## src/rtl/zero_cross_freq_meter_pkg.sv

```systemverilog
// freq_meter_pkg: shared state/polarity types and constants for the zero-crossing frequency meter.
package freq_meter_pkg;
  typedef enum logic [1:0] {IDLE, ARM, GATE} state_t;
  typedef enum logic {NEG, POS} polarity_t;
  localparam int AUDIO_FS = 48000;
  localparam int DEFAULT_HYST = 256;
endpackage

```

## src/rtl/zero_cross_freq_meter_if.sv

```systemverilog
// zero_cross_freq_meter_if: sample/control inputs and measurement outputs of the frequency meter.
interface zero_cross_freq_meter_if #(
  parameter int SAMPLE_W = 24,
  parameter int COUNT_W = 16
);
  logic sample_valid;
  logic signed [SAMPLE_W-1:0] sample;
  logic start;
  logic continuous;
  logic [COUNT_W-1:0] freq;
  logic freq_valid;
  logic busy;
  logic overflow;
  modport master (
    output sample_valid, sample, start, continuous,
    input freq, freq_valid, busy, overflow
  );
  modport slave (
    input sample_valid, sample, start, continuous,
    output freq, freq_valid, busy, overflow
  );
endinterface

```

## src/rtl/zero_cross_freq_meter_schmitt.sv

```systemverilog
// schmitt_crossing_detector: hysteresis polarity tracker with a NEG->POS crossing pulse.
module schmitt_crossing_detector
  import freq_meter_pkg::*;
#(
  parameter int SAMPLE_W = 24,
  parameter int HYST = DEFAULT_HYST
) (
  input  logic clock,
  input  logic reset,
  input  logic i_sample_valid,
  input  logic signed [SAMPLE_W-1:0] i_sample,
  input  logic i_init,
  output polarity_t o_polarity,
  output logic o_rise
);
  localparam logic signed [SAMPLE_W-1:0] HI = SAMPLE_W'(HYST);
  localparam logic signed [SAMPLE_W-1:0] LO = SAMPLE_W'(-HYST);
  polarity_t r_pol;
  logic w_hi;
  logic w_lo;
  assign w_hi = i_sample >= HI;
  assign w_lo = i_sample <= LO;
  assign o_polarity = r_pol;
  // The init sample only seeds polarity from its sign; it can never count as a crossing.
  assign o_rise = i_sample_valid && !i_init && r_pol == NEG && w_hi;
  always_ff @(posedge clock) begin
    if (reset) r_pol <= POS;
    else if (i_sample_valid)
      r_pol <= i_init ? (i_sample[SAMPLE_W-1] ? NEG : POS) : w_hi ? POS : w_lo ? NEG : r_pol;
  end
endmodule

```

## src/rtl/zero_cross_freq_meter.sv

```systemverilog
// zero_cross_freq_meter: counts rising zero crossings over a window of accepted samples.
module zero_cross_freq_meter
  import freq_meter_pkg::*;
#(
  parameter int SAMPLE_W = 24,
  parameter int COUNT_W = 16,
  parameter int WINDOW = 48000,
  parameter int HYST = DEFAULT_HYST
) (
  input logic clock,
  input logic reset,
  zero_cross_freq_meter_if.slave io_bus
);
  localparam int WIN_W = $clog2(WINDOW + 1);
  localparam logic [WIN_W-1:0] WIN_LAST = WIN_W'(WINDOW);
  localparam logic [COUNT_W-1:0] CNT_MAX = '1;
  state_t r_state, w_next;
  logic [WIN_W-1:0] r_win, w_win, w_win_inc;
  logic [COUNT_W-1:0] r_cnt, w_cnt, w_cnt_new, r_freq, w_freq;
  logic r_sat, w_sat, w_sat_new, r_ov, w_ov, r_fv, w_fv;
  logic w_active, w_rise, w_cross;
  polarity_t w_pol;
  assign w_active = io_bus.sample_valid && r_state != IDLE;
  schmitt_crossing_detector #(
    .SAMPLE_W(SAMPLE_W),
    .HYST(HYST)
  ) u_det (
    .clock(clock),
    .reset(reset),
    .i_sample_valid(w_active),
    .i_sample(io_bus.sample),
    .i_init(r_state == ARM),
    .o_polarity(w_pol),
    .o_rise(w_rise)
  );
  assign w_cross = w_rise && w_pol == NEG;
  assign w_win_inc = r_win + 1'b1;
  // A crossing at full scale is dropped from the count but remembered as saturation.
  assign w_cnt_new = (w_cross && r_cnt != CNT_MAX) ? r_cnt + 1'b1 : r_cnt;
  assign w_sat_new = r_sat || (w_cross && r_cnt == CNT_MAX);
  always_comb begin
    w_next = r_state;
    w_win = r_win;
    w_cnt = r_cnt;
    w_sat = r_sat;
    w_freq = r_freq;
    w_ov = r_ov;
    w_fv = 1'b0;
    case (r_state)
      IDLE: w_next = (io_bus.start || io_bus.continuous) ? ARM : IDLE;
      ARM: begin
        if (io_bus.sample_valid) begin
          w_next = GATE;
          w_win = '0;
          w_cnt = '0;
          w_sat = 1'b0;
        end
      end
      GATE: begin
        if (io_bus.sample_valid && w_win_inc == WIN_LAST) begin
          w_freq = w_cnt_new;
          w_ov = w_sat_new;
          w_fv = 1'b1;
          w_win = '0;
          w_cnt = '0;
          w_sat = 1'b0;
          w_next = io_bus.continuous ? GATE : IDLE;
        end else if (io_bus.sample_valid) begin
          w_win = w_win_inc;
          w_cnt = w_cnt_new;
          w_sat = w_sat_new;
        end
      end
      default: w_next = IDLE;
    endcase
  end
  always_ff @(posedge clock) begin
    if (reset) begin
      r_state <= IDLE;
      r_win <= '0;
      r_cnt <= '0;
      r_sat <= 1'b0;
      r_freq <= '0;
      r_ov <= 1'b0;
      r_fv <= 1'b0;
    end else begin
      r_state <= w_next;
      r_win <= w_win;
      r_cnt <= w_cnt;
      r_sat <= w_sat;
      r_freq <= w_freq;
      r_ov <= w_ov;
      r_fv <= w_fv;
    end
  end
  assign io_bus.freq = r_freq;
  assign io_bus.overflow = r_ov;
  assign io_bus.freq_valid = r_fv;
  assign io_bus.busy = r_state != IDLE;
endmodule

```

## src/flat_wrapper.sv

```systemverilog
// flat-port wrapper written by rule: the top's interface ports become plain ports
module zero_cross_freq_meter_flat import freq_meter_pkg::*;
#(
  parameter int SAMPLE_W = 24,
  parameter int COUNT_W = 16,
  parameter int WINDOW = 48000,
  parameter int HYST = DEFAULT_HYST
)
  (clock, reset, io_bus_sample_valid, io_bus_sample, io_bus_start, io_bus_continuous, io_bus_freq, io_bus_freq_valid, io_bus_busy, io_bus_overflow);
  zero_cross_freq_meter_if #(.SAMPLE_W(SAMPLE_W), .COUNT_W(COUNT_W)) io_bus_i ();
  input logic clock;
  input logic reset;
  input wire logic [$bits(io_bus_i.sample_valid)-1:0] io_bus_sample_valid;
  input wire logic [$bits(io_bus_i.sample)-1:0] io_bus_sample;
  input wire logic [$bits(io_bus_i.start)-1:0] io_bus_start;
  input wire logic [$bits(io_bus_i.continuous)-1:0] io_bus_continuous;
  output wire logic [$bits(io_bus_i.freq)-1:0] io_bus_freq;
  output wire logic [$bits(io_bus_i.freq_valid)-1:0] io_bus_freq_valid;
  output wire logic [$bits(io_bus_i.busy)-1:0] io_bus_busy;
  output wire logic [$bits(io_bus_i.overflow)-1:0] io_bus_overflow;
  assign io_bus_i.sample_valid = io_bus_sample_valid;
  assign io_bus_i.sample = io_bus_sample;
  assign io_bus_i.start = io_bus_start;
  assign io_bus_i.continuous = io_bus_continuous;
  assign io_bus_freq = io_bus_i.freq;
  assign io_bus_freq_valid = io_bus_i.freq_valid;
  assign io_bus_busy = io_bus_i.busy;
  assign io_bus_overflow = io_bus_i.overflow;
  zero_cross_freq_meter #(.SAMPLE_W(SAMPLE_W), .COUNT_W(COUNT_W), .WINDOW(WINDOW), .HYST(HYST)) u_core (.clock(clock), .reset(reset), .io_bus(io_bus_i));
endmodule
```

## config.mk

```make
export PLATFORM = sky130hd
export DESIGN_NAME = zero_cross_freq_meter_flat
export DESIGN_NICKNAME = d
export VERILOG_FILES = /design/src/rtl/zero_cross_freq_meter_pkg.sv /design/src/rtl/zero_cross_freq_meter_if.sv /design/src/rtl/zero_cross_freq_meter_schmitt.sv /design/src/rtl/zero_cross_freq_meter.sv /design/src/flat_wrapper.sv
export SDC_FILE = /design/constraint.sdc
export NUM_CORES = 1
export LEC_CHECK = 0
export CORE_ASPECT_RATIO = 2
export CORE_MARGIN = 8
export CORE_UTILIZATION = 45
export CTS_CLUSTER_DIAMETER = 50
export DETAILED_ROUTE_END_ITERATION = 12
export HOLD_SLACK_MARGIN = 0.08
export PLACE_DENSITY_LB_ADDON = 0.15
export SETUP_SLACK_MARGIN = 0.1
export SLEW_MARGIN = 30
export SYNTH_ARGS = -nofsm -noshare
export SYNTH_HDL_FRONTEND = slang
export SYNTH_SLANG_ARGS = --single-unit
```

## constraint.sdc

```tcl
create_clock -name clock -period 3.7 [get_ports clock]
set_input_delay 0.74 -clock clock [delete_from_list [all_inputs] [get_ports clock]]
set_output_delay 0.74 -clock clock [all_outputs]
set_load 0.05 [all_outputs]
```

==> flow_summary.rst, run 1 <==
.. list-table::
   :header-rows: 1

   * - Metric
     - Value
   * - Number of max-capacitance violations reported
     - 0
   * - Core region area
     - around 6600 µm²
   * - WP data arrival
     - 3.00 ns
   * - Clock tree from TritonCTS
     - yes
   * - Skew final
     - roughly 0.0047 ns
   * - Total Negative Setup Slacks
     - 0 ns
   * - I/O pin count
     - 48
   * - Die boundary width
     - approximately 74 µm
   * - Met2 usage
     - 0.317
   * - Count of antenna-violating nets left after detailed routing
     - 0
   * - Cells after synthesis
     - ~360
   * - Pin count of the biggest net entering global routing
     - 35
   * - Initial antenna violation count
     - 0
   * - Final number of max-transition violations
     - 0
   * - Buffers added on ports
     - 47
   * - Most common cell after layout, fill and taps aside
     - sky130_fd_sc_hd__dfxtp_1
   * - EDFF count, synth
     - 0
   * - Layout cells sized above 1
     - 0.0977
   * - Type of origin of the critical path
     - input pin
   * - Placed instance area
     - ~3500 µm²
   * - Most frequent cells in the layout
     - sky130_fd_sc_hd__dfxtp_1 (54), sky130_fd_sc_hd__clkdlybuf4s50_1 (47), sky130_fd_sc_hd__nand2_1 (41)
   * - Met1 demand-to-capacity share in global routing
     - 0.152
   * - Post-synth top area share
     - 0.359
   * - Slowest stage cell on the critical path
     - sky130_fd_sc_hd__or4_1
   * - Skew-Pair Late Insertion Delay
     - roughly 0.3 ns
   * - List of cells traversed by the critical path
     - clkdlybuf4s50_1 -> nor4_1 -> nand4_1 -> and4b_1 -> nand2_1 -> or4_1 -> or3_1 -> nand3_1
   * - Number of buffers between clock root and the deepest sink
     - 2
   * - DP HPWL
     - roughly 5600 µm
   * - Transition at the pin with the smallest max-transition slack
     - just under 0.8 ns
   * - Ratio of final minimum period to clock period
     - 0.745
   * - Share of flip-flops with an asynchronous set or reset
     - 0
   * - Top Usage Layer GRT
     - met2
   * - Global-route usage over all layers
     - 0.162
   * - Crit end category
     - flop
   * - First-pass GRT wire length
     - around 12000 µm
   * - Post-synthesis sequential element count
     - 54
   * - Finished Core Util
     - 0.559
   * - Global Route met3 Usage
     - 0.0290
   * - Largest incremental delay on the critical path
     - approximately 0.62 ns
   * - Number of distinct standard cells referenced by the synthesized netlist
     - 53
   * - Clock sinks
     - 54
   * - First-iteration detailed-routing DRC count
     - approximately 110
   * - Maximum fanout encountered on the critical timing path
     - 10
   * - Final setup fails
     - 0
   * - Leak Pwr
     - 1.21 nW
   * - Pwr Total
     - 1.22 mW
   * - Vias in the first global route
     - ~2700
   * - Warnings from Yosys
     - 0
   * - Initial Util
     - 0.459
   * - Number of vias after detailed routing
     - 2733
   * - Netlist area before placement
     - around 3000 µm²
   * - Result of the run
     - finished, final reports clean
   * - Vias per cell
     - 5.61
   * - Worst min path class
     - flop to flop
   * - Routed wire length
     - about 7500 µm
   * - Final weighted congestion in routability-driven placement
     - roughly 0.86
   * - Count of final hold-check violations
     - 0
   * - Final #Nets
     - 430
   * - Layout overhead on the synthesized area
     - 21.9%
   * - Power Density
     - about 330 nW/µm²
   * - Register area share after synthesis
     - 0.359
   * - Sum of overflow across all layers after global routing
     - 0
   * - Design Area, Final
     - roughly 3700 µm²
   * - Number of buffers inserted by hold repair at cts
     - 0
   * - Fmax
     - ~0.36 GHz
   * - Max-slew headroom at the worst pin
     - 0.474
   * - Kind of cell with the highest combined delay on the critical path
     - simple AND/OR/NAND/NOR gates
   * - Most used flip-flop cell after synthesis
     - sky130_fd_sc_hd__dfxtp_1
   * - Biggest area contributors in the synthesized netlist
     - sky130_fd_sc_hd__dfxtp_1 (36%), sky130_fd_sc_hd__a211oi_2 (5.4%), sky130_fd_sc_hd__nand2_1 (5.1%), sky130_fd_sc_hd__nand3_1 (4.2%), sky130_fd_sc_hd__nor2_1 (4.1%)
   * - Critical path class
     - input pin to flop
   * - Post-detailed-route DRC marker count
     - 0
   * - Setup fix buffers added after clock tree synthesis
     - 0
   * - Iteration count of the initial detailed-routing pass
     - 4
   * - Number of rows created at floorplan
     - 42
   * - Average size of a mapped cell
     - 8.40 µm²
   * - Wire per inst
     - between 15 and 20 µm
   * - CP Buf/Inv Count
     - 1
   * - Buffer cell driving the clock tree root
     - sky130_fd_sc_hd__clkbuf_16
   * - CTS H-tree depth
     - 2
   * - Number of clock buffers inserted by TritonCTS
     - 5
   * - Setup repair after global routing missed its margin
     - no
   * - Synthesized net count
     - roughly 390
   * - Critical Path RT
     - just under 4 ns
   * - Y dimension of the die
     - between 100 and 150 µm
   * - Clock edge transition at the registers on the reported setup and hold paths
     - around 0.07 ns
   * - Largest voltage drop on the vdd net
     - slightly above 0.2 mV
   * - Number of antenna diodes
     - 0
   * - Minimum period implied by the final worst setup slack
     - 2.76 ns
   * - Die footprint
     - slightly below 10000 µm²
   * - Cell accounting for the most synthesized area
     - sky130_fd_sc_hd__dfxtp_1
   * - Cells resized by post-CTS repair
     - 0
## area by class of cell
cell class / instances / area, µm²
fillers: 636 / 2890
inverters: 7 / 26.3
well taps: 88 / 110
flip-flops and latches: 54 / 1080
clock buffers: 6 / 129
repair buffers: 52 / 508
multi-input cells: 278 / 1780
clock inverters: 2 / 37.5
## through the flow
step	cells	hold slack, ns	worst slack, ns
finish	487	0.465	0.943
detailed placement	479	0.450	0.650
CTS	487	0.467	0.951
global route	487	0.499	0.735
global placement	479	0.444	0.695
floorplan	359	0.426	1.31
## sequential cells by signal, summed over array words and instances, names as in the netlist
name	count
u_core.io_bus.freq	16
u_core.io_bus.overflow	1
u_core.r_sat	1
u_core.r_state	2
u_core.r_cnt	16
u_core.u_det.o_polarity	1
u_core.r_win	16
u_core.io_bus.freq_valid	1
## tightest hold or removal path, stage by stage, from the launching register on
cell and delay (ns):
sky130_fd_sc_hd__dfxtp_1 0.33, sky130_fd_sc_hd__nand2_1 0.05, sky130_fd_sc_hd__o21ai_0 0.06
## cell families (layout without fill, tap and decap cells)
logic type               Yosys count  after routing  share of synthesized area
flip-flops                        54             54                      0.359
buffers and inverters             27             67                     0.0498
AO/OA/AOI/OAI                     78             78                      0.198
adder cells (fa/ha/maj)            3              3                     0.0125
XOR/XNOR                          23             23                     0.0668
AND/OR/NAND/NOR                  170            170                      0.301
multiplexers                       4              4                     0.0133
## path summary, 6_finish.rpt
check        cells after the start                         start  slack, ns                           end
max                              8             io_bus_sample[23]       0.94  u_core.r_cnt[9]$_SDFFE_PP0P_
min                              2     u_core.r_sat$_SDFFE_PP0P_       0.47     u_core.r_sat$_SDFFE_PP0P_
max reg2reg                      8  u_core.r_win[0]$_SDFFE_PP0P_       0.96  u_core.r_cnt[2]$_SDFFE_PP0P_
min reg2reg                      2     u_core.r_sat$_SDFFE_PP0P_       0.47     u_core.r_sat$_SDFFE_PP0P_
## cells in the mapped netlist (2+ instances only)
| library cell | instances |
|---|---|
| sky130_fd_sc_hd__nor3_1 | 4 |
| sky130_fd_sc_hd__nand2_1 | 41 |
| sky130_fd_sc_hd__mux2i_1 | 4 |
| sky130_fd_sc_hd__nor2b_1 | 7 |
| sky130_fd_sc_hd__buf_4 | 2 |
| sky130_fd_sc_hd__nor4_1 | 14 |
| sky130_fd_sc_hd__buf_2 | 3 |
| sky130_fd_sc_hd__buf_6 | 5 |
| sky130_fd_sc_hd__dfxtp_1 | 54 |
| sky130_fd_sc_hd__or2_2 | 3 |
| sky130_fd_sc_hd__o21bai_1 | 4 |
| sky130_fd_sc_hd__or3_1 | 11 |
| sky130_fd_sc_hd__a211oi_1 | 2 |
| sky130_fd_sc_hd__a311oi_1 | 2 |
| sky130_fd_sc_hd__o311ai_0 | 2 |
| sky130_fd_sc_hd__a211oi_2 | 13 |
| sky130_fd_sc_hd__xor2_1 | 9 |
| sky130_fd_sc_hd__nand4_1 | 12 |
| sky130_fd_sc_hd__or4_1 | 4 |
| sky130_fd_sc_hd__clkbuf_1 | 10 |
| sky130_fd_sc_hd__ha_1 | 3 |
| sky130_fd_sc_hd__nand3_1 | 25 |
| sky130_fd_sc_hd__a21oi_1 | 18 |
| sky130_fd_sc_hd__o21ai_0 | 17 |
| sky130_fd_sc_hd__xnor2_1 | 14 |
| sky130_fd_sc_hd__o32ai_1 | 2 |
| sky130_fd_sc_hd__and3_1 | 3 |
| sky130_fd_sc_hd__inv_1 | 7 |
| sky130_fd_sc_hd__a21o_1 | 8 |
| sky130_fd_sc_hd__nor2_1 | 33 |
## per-layer routing
metal / wire length (µm) / vias up
met5: 0 / -
met4: 144 / 0
met3: 257 / 10
met2: 4260 / 52
met1: 2810 / 1288
li1: - / 1383
## where the power goes
group	internal (mW)	total [mW]	switching (mW)
clock network	0.320	0.541	0.221
logic	0.0455	0.0909	0.0454
registers	0.584	0.588	0.00471
No activity file was read; power rests on OpenSTA's default activity.
==> run 2, diff against run 1 <==
==> constraint.sdc (replaced) <==
create_clock -name clock -period 2.8 [get_ports clock]
set_input_delay 0.56 -clock clock [delete_from_list [all_inputs] [get_ports clock]]
set_output_delay 0.56 -clock clock [all_outputs]
set_load 0.05 [all_outputs]
==> run 2 against run 1 <==
Net effect:
- worst hold slack improved by 0.020 ns
- core utilization increased by 1.9 points
- largest cell class unchanged
- clock skew is 0.0014 ns lower
- critical endpoint is now u_core.r_cnt[11]$_SDFFE_PP0P_
- register-to-register slack lost 0.58 ns
- cell count grew 1.8%
- clock-buffer cell count did not move
==> flow_summary.rst, run 2 (synthesized netlist as in run 1, its figures left out) <==
.. list-table::
   :header-rows: 1

   * - Metric
     - Value
   * - Result of the run
     - finished, final reports clean
   * - Worst Reg2Reg Path Length in Cells
     - 8
   * - Critical path class
     - input pin to flop
   * - Largest voltage drop on the vdd net
     - about 0.27 mV
   * - Number of max-capacitance violations reported
     - 0
   * - Global Route met3 Usage
     - 0.0313
   * - Worst R2R End
     - u_core.r_cnt[11]$_SDFFE_PP0P_
   * - Post-placement worst setup slack
     - 0.0522 ns
   * - Clock edge transition at the registers on the reported setup and hold paths
     - approximately 0.070 ns
   * - WP data arrival
     - 2.70 ns
   * - Top Usage Layer GRT
     - met2
   * - Type of origin of the critical path
     - input pin
   * - Initial Util
     - 0.459
   * - Layout cells sized above 1
     - 0.120
   * - Vias in the first global route
     - about 2800
   * - Wire per inst
     - about 15 µm
   * - Iteration count of the initial detailed-routing pass
     - 4
   * - Setup repair after global routing missed its margin
     - no
   * - Minimum period implied by the final worst setup slack
     - between 2 and 2.5 ns
   * - Most frequent cells in the layout
     - sky130_fd_sc_hd__dfxtp_1 (54), sky130_fd_sc_hd__clkdlybuf4s50_1 (47), sky130_fd_sc_hd__nand2_1 (41)
   * - Initial antenna violation count
     - 0
   * - Final number of max-transition violations
     - 0
   * - Global-route usage over all layers
     - 0.164
   * - Kind of cell with the highest combined delay on the critical path
     - simple AND/OR/NAND/NOR gates
   * - Number of clock buffers inserted by TritonCTS
     - 5
   * - Crit end category
     - flop
   * - Setup slack after layout
     - around 0.34 ns
   * - List of cells traversed by the critical path
     - clkdlybuf4s50_1 -> nor4_1 -> nand4_1 -> and4b_1 -> nand2_1 -> or4_1 -> or3_1 -> nand3_1
   * - Vias per cell
     - 5.48
   * - Routed wire length
     - between 7000 and 8000 µm
   * - Total Negative Setup Slacks
     - 0 ns
   * - Final setup fails
     - 0
   * - Number of vias after detailed routing
     - 2717
   * - Layout overhead on the synthesized area
     - 26.1%
   * - Count of antenna-violating nets left after detailed routing
     - 0
   * - Number of buffers inserted by hold repair at cts
     - 0
   * - DP HPWL
     - 5780 µm
   * - Skew final
     - about 0.0033 ns
   * - First-iteration detailed-routing DRC count
     - 100
   * - Endpoint of the worst hold-timing path
     - u_core.r_sat$_SDFFE_PP0P_
   * - Number of rows created at floorplan
     - 42
   * - Max-slew headroom at the worst pin
     - 0.662
   * - Critical Path RT
     - a little over 3 ns
   * - Skew-Pair Late Insertion Delay
     - 0.29 ns
   * - Final weighted congestion in routability-driven placement
     - ~0.84
   * - Sum of overflow across all layers after global routing
     - 0
   * - Ratio of final minimum period to clock period
     - 0.879
   * - Die boundary width
     - 73.9 µm
   * - Met2 usage
     - 0.320
   * - CTS H-tree depth
     - 2
   * - Pin count of the biggest net entering global routing
     - 35
   * - Cells resized by post-CTS repair
     - 0
   * - Core region area
     - between 6000 and 7000 µm²
   * - Maximum fanout encountered on the critical timing path
     - 7
   * - Clock sinks
     - 54
   * - Number of buffers between clock root and the deepest sink
     - 2
   * - Worst min path class
     - flop to flop
   * - Clock tree from TritonCTS
     - yes
   * - Slowest stage cell on the critical path
     - sky130_fd_sc_hd__or4_1
   * - Die footprint
     - about 10000 µm²
   * - Final #Nets
     - between 400 and 500
   * - Worst-case register-to-register setup slack
     - 0.38 ns
   * - Startpoint of the most critical register-to-register path
     - u_core.r_cnt[0]$_SDFFE_PP0P_
   * - Setup fix buffers added after clock tree synthesis
     - 0
   * - Worst path depth
     - 8
   * - Buffer cell driving the clock tree root
     - sky130_fd_sc_hd__clkbuf_16
   * - Largest incremental delay on the critical path
     - 0.60 ns
   * - WHS Path Cells
     - 2
   * - Post-detailed-route DRC marker count
     - 0
   * - Most common cell after layout, fill and taps aside
     - sky130_fd_sc_hd__dfxtp_1
   * - Buffers added on ports
     - between 40 and 50
   * - I/O pin count
     - 48
   * - Fmax
     - a little over 0.4 GHz
   * - Y dimension of the die
     - roughly 130 µm
   * - Power Density
     - between 400 and 500 nW/µm²
   * - Met1 demand-to-capacity share in global routing
     - 0.151
   * - Leak Pwr
     - ~1.3 nW
   * - Transition at the pin with the smallest max-transition slack
     - 0.505 ns
   * - CP Buf/Inv Count
     - 1
   * - Number of antenna diodes
     - 0
   * - Count of final hold-check violations
     - 0
   * - Hold path start
     - u_core.r_sat$_SDFFE_PP0P_
   * - First-pass GRT wire length
     - approximately 13000 µm
-- run 2: changes by cell type in the layout (fill, tap and decap cells not counted) --
cell                         delta
sky130_fd_sc_hd__clkinvlp_4     -1
sky130_fd_sc_hd__buf_4          +7
sky130_fd_sc_hd__bufinv_16      +1
sky130_fd_sc_hd__clkbuf_1       -1
sky130_fd_sc_hd__clkbuf_8       +1
sky130_fd_sc_hd__buf_12         +2
-- run 2: per-layer routing --
metal  vias to the layer above  routed length (µm)
met1                      1269                2830
met4                         0                 142
met2                        42                4330
met3                        10                 266
met5                         -                   0
li1                       1396                   -
-- run 2: area by class of cell --
cell class	count	area, µm²
well taps	88	110
fillers	634	2770
repair buffers	61	601
clock inverters	2	60.1
inverters	7	26.3
clock buffers	6	139
multi-input cells	278	1780
flip-flops and latches	54	1080
-- run 2: how the worst max path moves through the flow --
stage	from	end	slack [ns]
after detailed placement	io_bus_sample[23]	u_core.io_bus.freq[9]$_SDFFE_PP0P_	0.05
after global routing	u_core.r_win[0]$_SDFFE_PP0P_	u_core.r_win[12]$_SDFFE_PP0P_	0.12
after floorplan	io_bus_sample_valid	u_core.r_cnt[11]$_SDFFE_PP0P_	0.59
final	io_bus_sample[23]	u_core.r_cnt[11]$_SDFFE_PP0P_	0.34
after global placement	io_bus_sample[23]	u_core.r_cnt[9]$_SDFFE_PP0P_	0.12
after CTS	io_bus_sample[23]	u_core.io_bus.freq[9]$_SDFFE_PP0P_	0.34
-- run 2: per-stage QoR --
| stage | cell area (µm²) | instances | util | hold slack, ns | total power, mW |
|---|---|---|---|---|---|
| finish | 3800 | 496 | 0.578 | 0.485 | 1.72 |
| floorplan | 3010 | 359 | - | 0.426 | 0.852 |
| global placement | 3600 | 488 | 0.548 | 0.442 | 0.920 |
| CTS | 3800 | 496 | 0.578 | 0.498 | 1.74 |
| detailed placement | 3600 | 488 | 0.548 | 0.478 | 0.921 |
| global route | 3800 | 496 | 0.578 | 0.507 | 1.78 |
-- run 2: worst min-delay path, cell delays in order (launching register included) --
cell	delay [ns]
sky130_fd_sc_hd__dfxtp_1	0.34
sky130_fd_sc_hd__nand2_1	0.05
sky130_fd_sc_hd__o21ai_0	0.06
-- run 2: power by group --
group	leakage [nW]	internal, mW	switching (mW)
sequential	0.435	0.772	0.00688
clock	0.0971	0.537	0.279
combinational	0.745	0.0640	0.0609
total	1.28	1.37	0.347
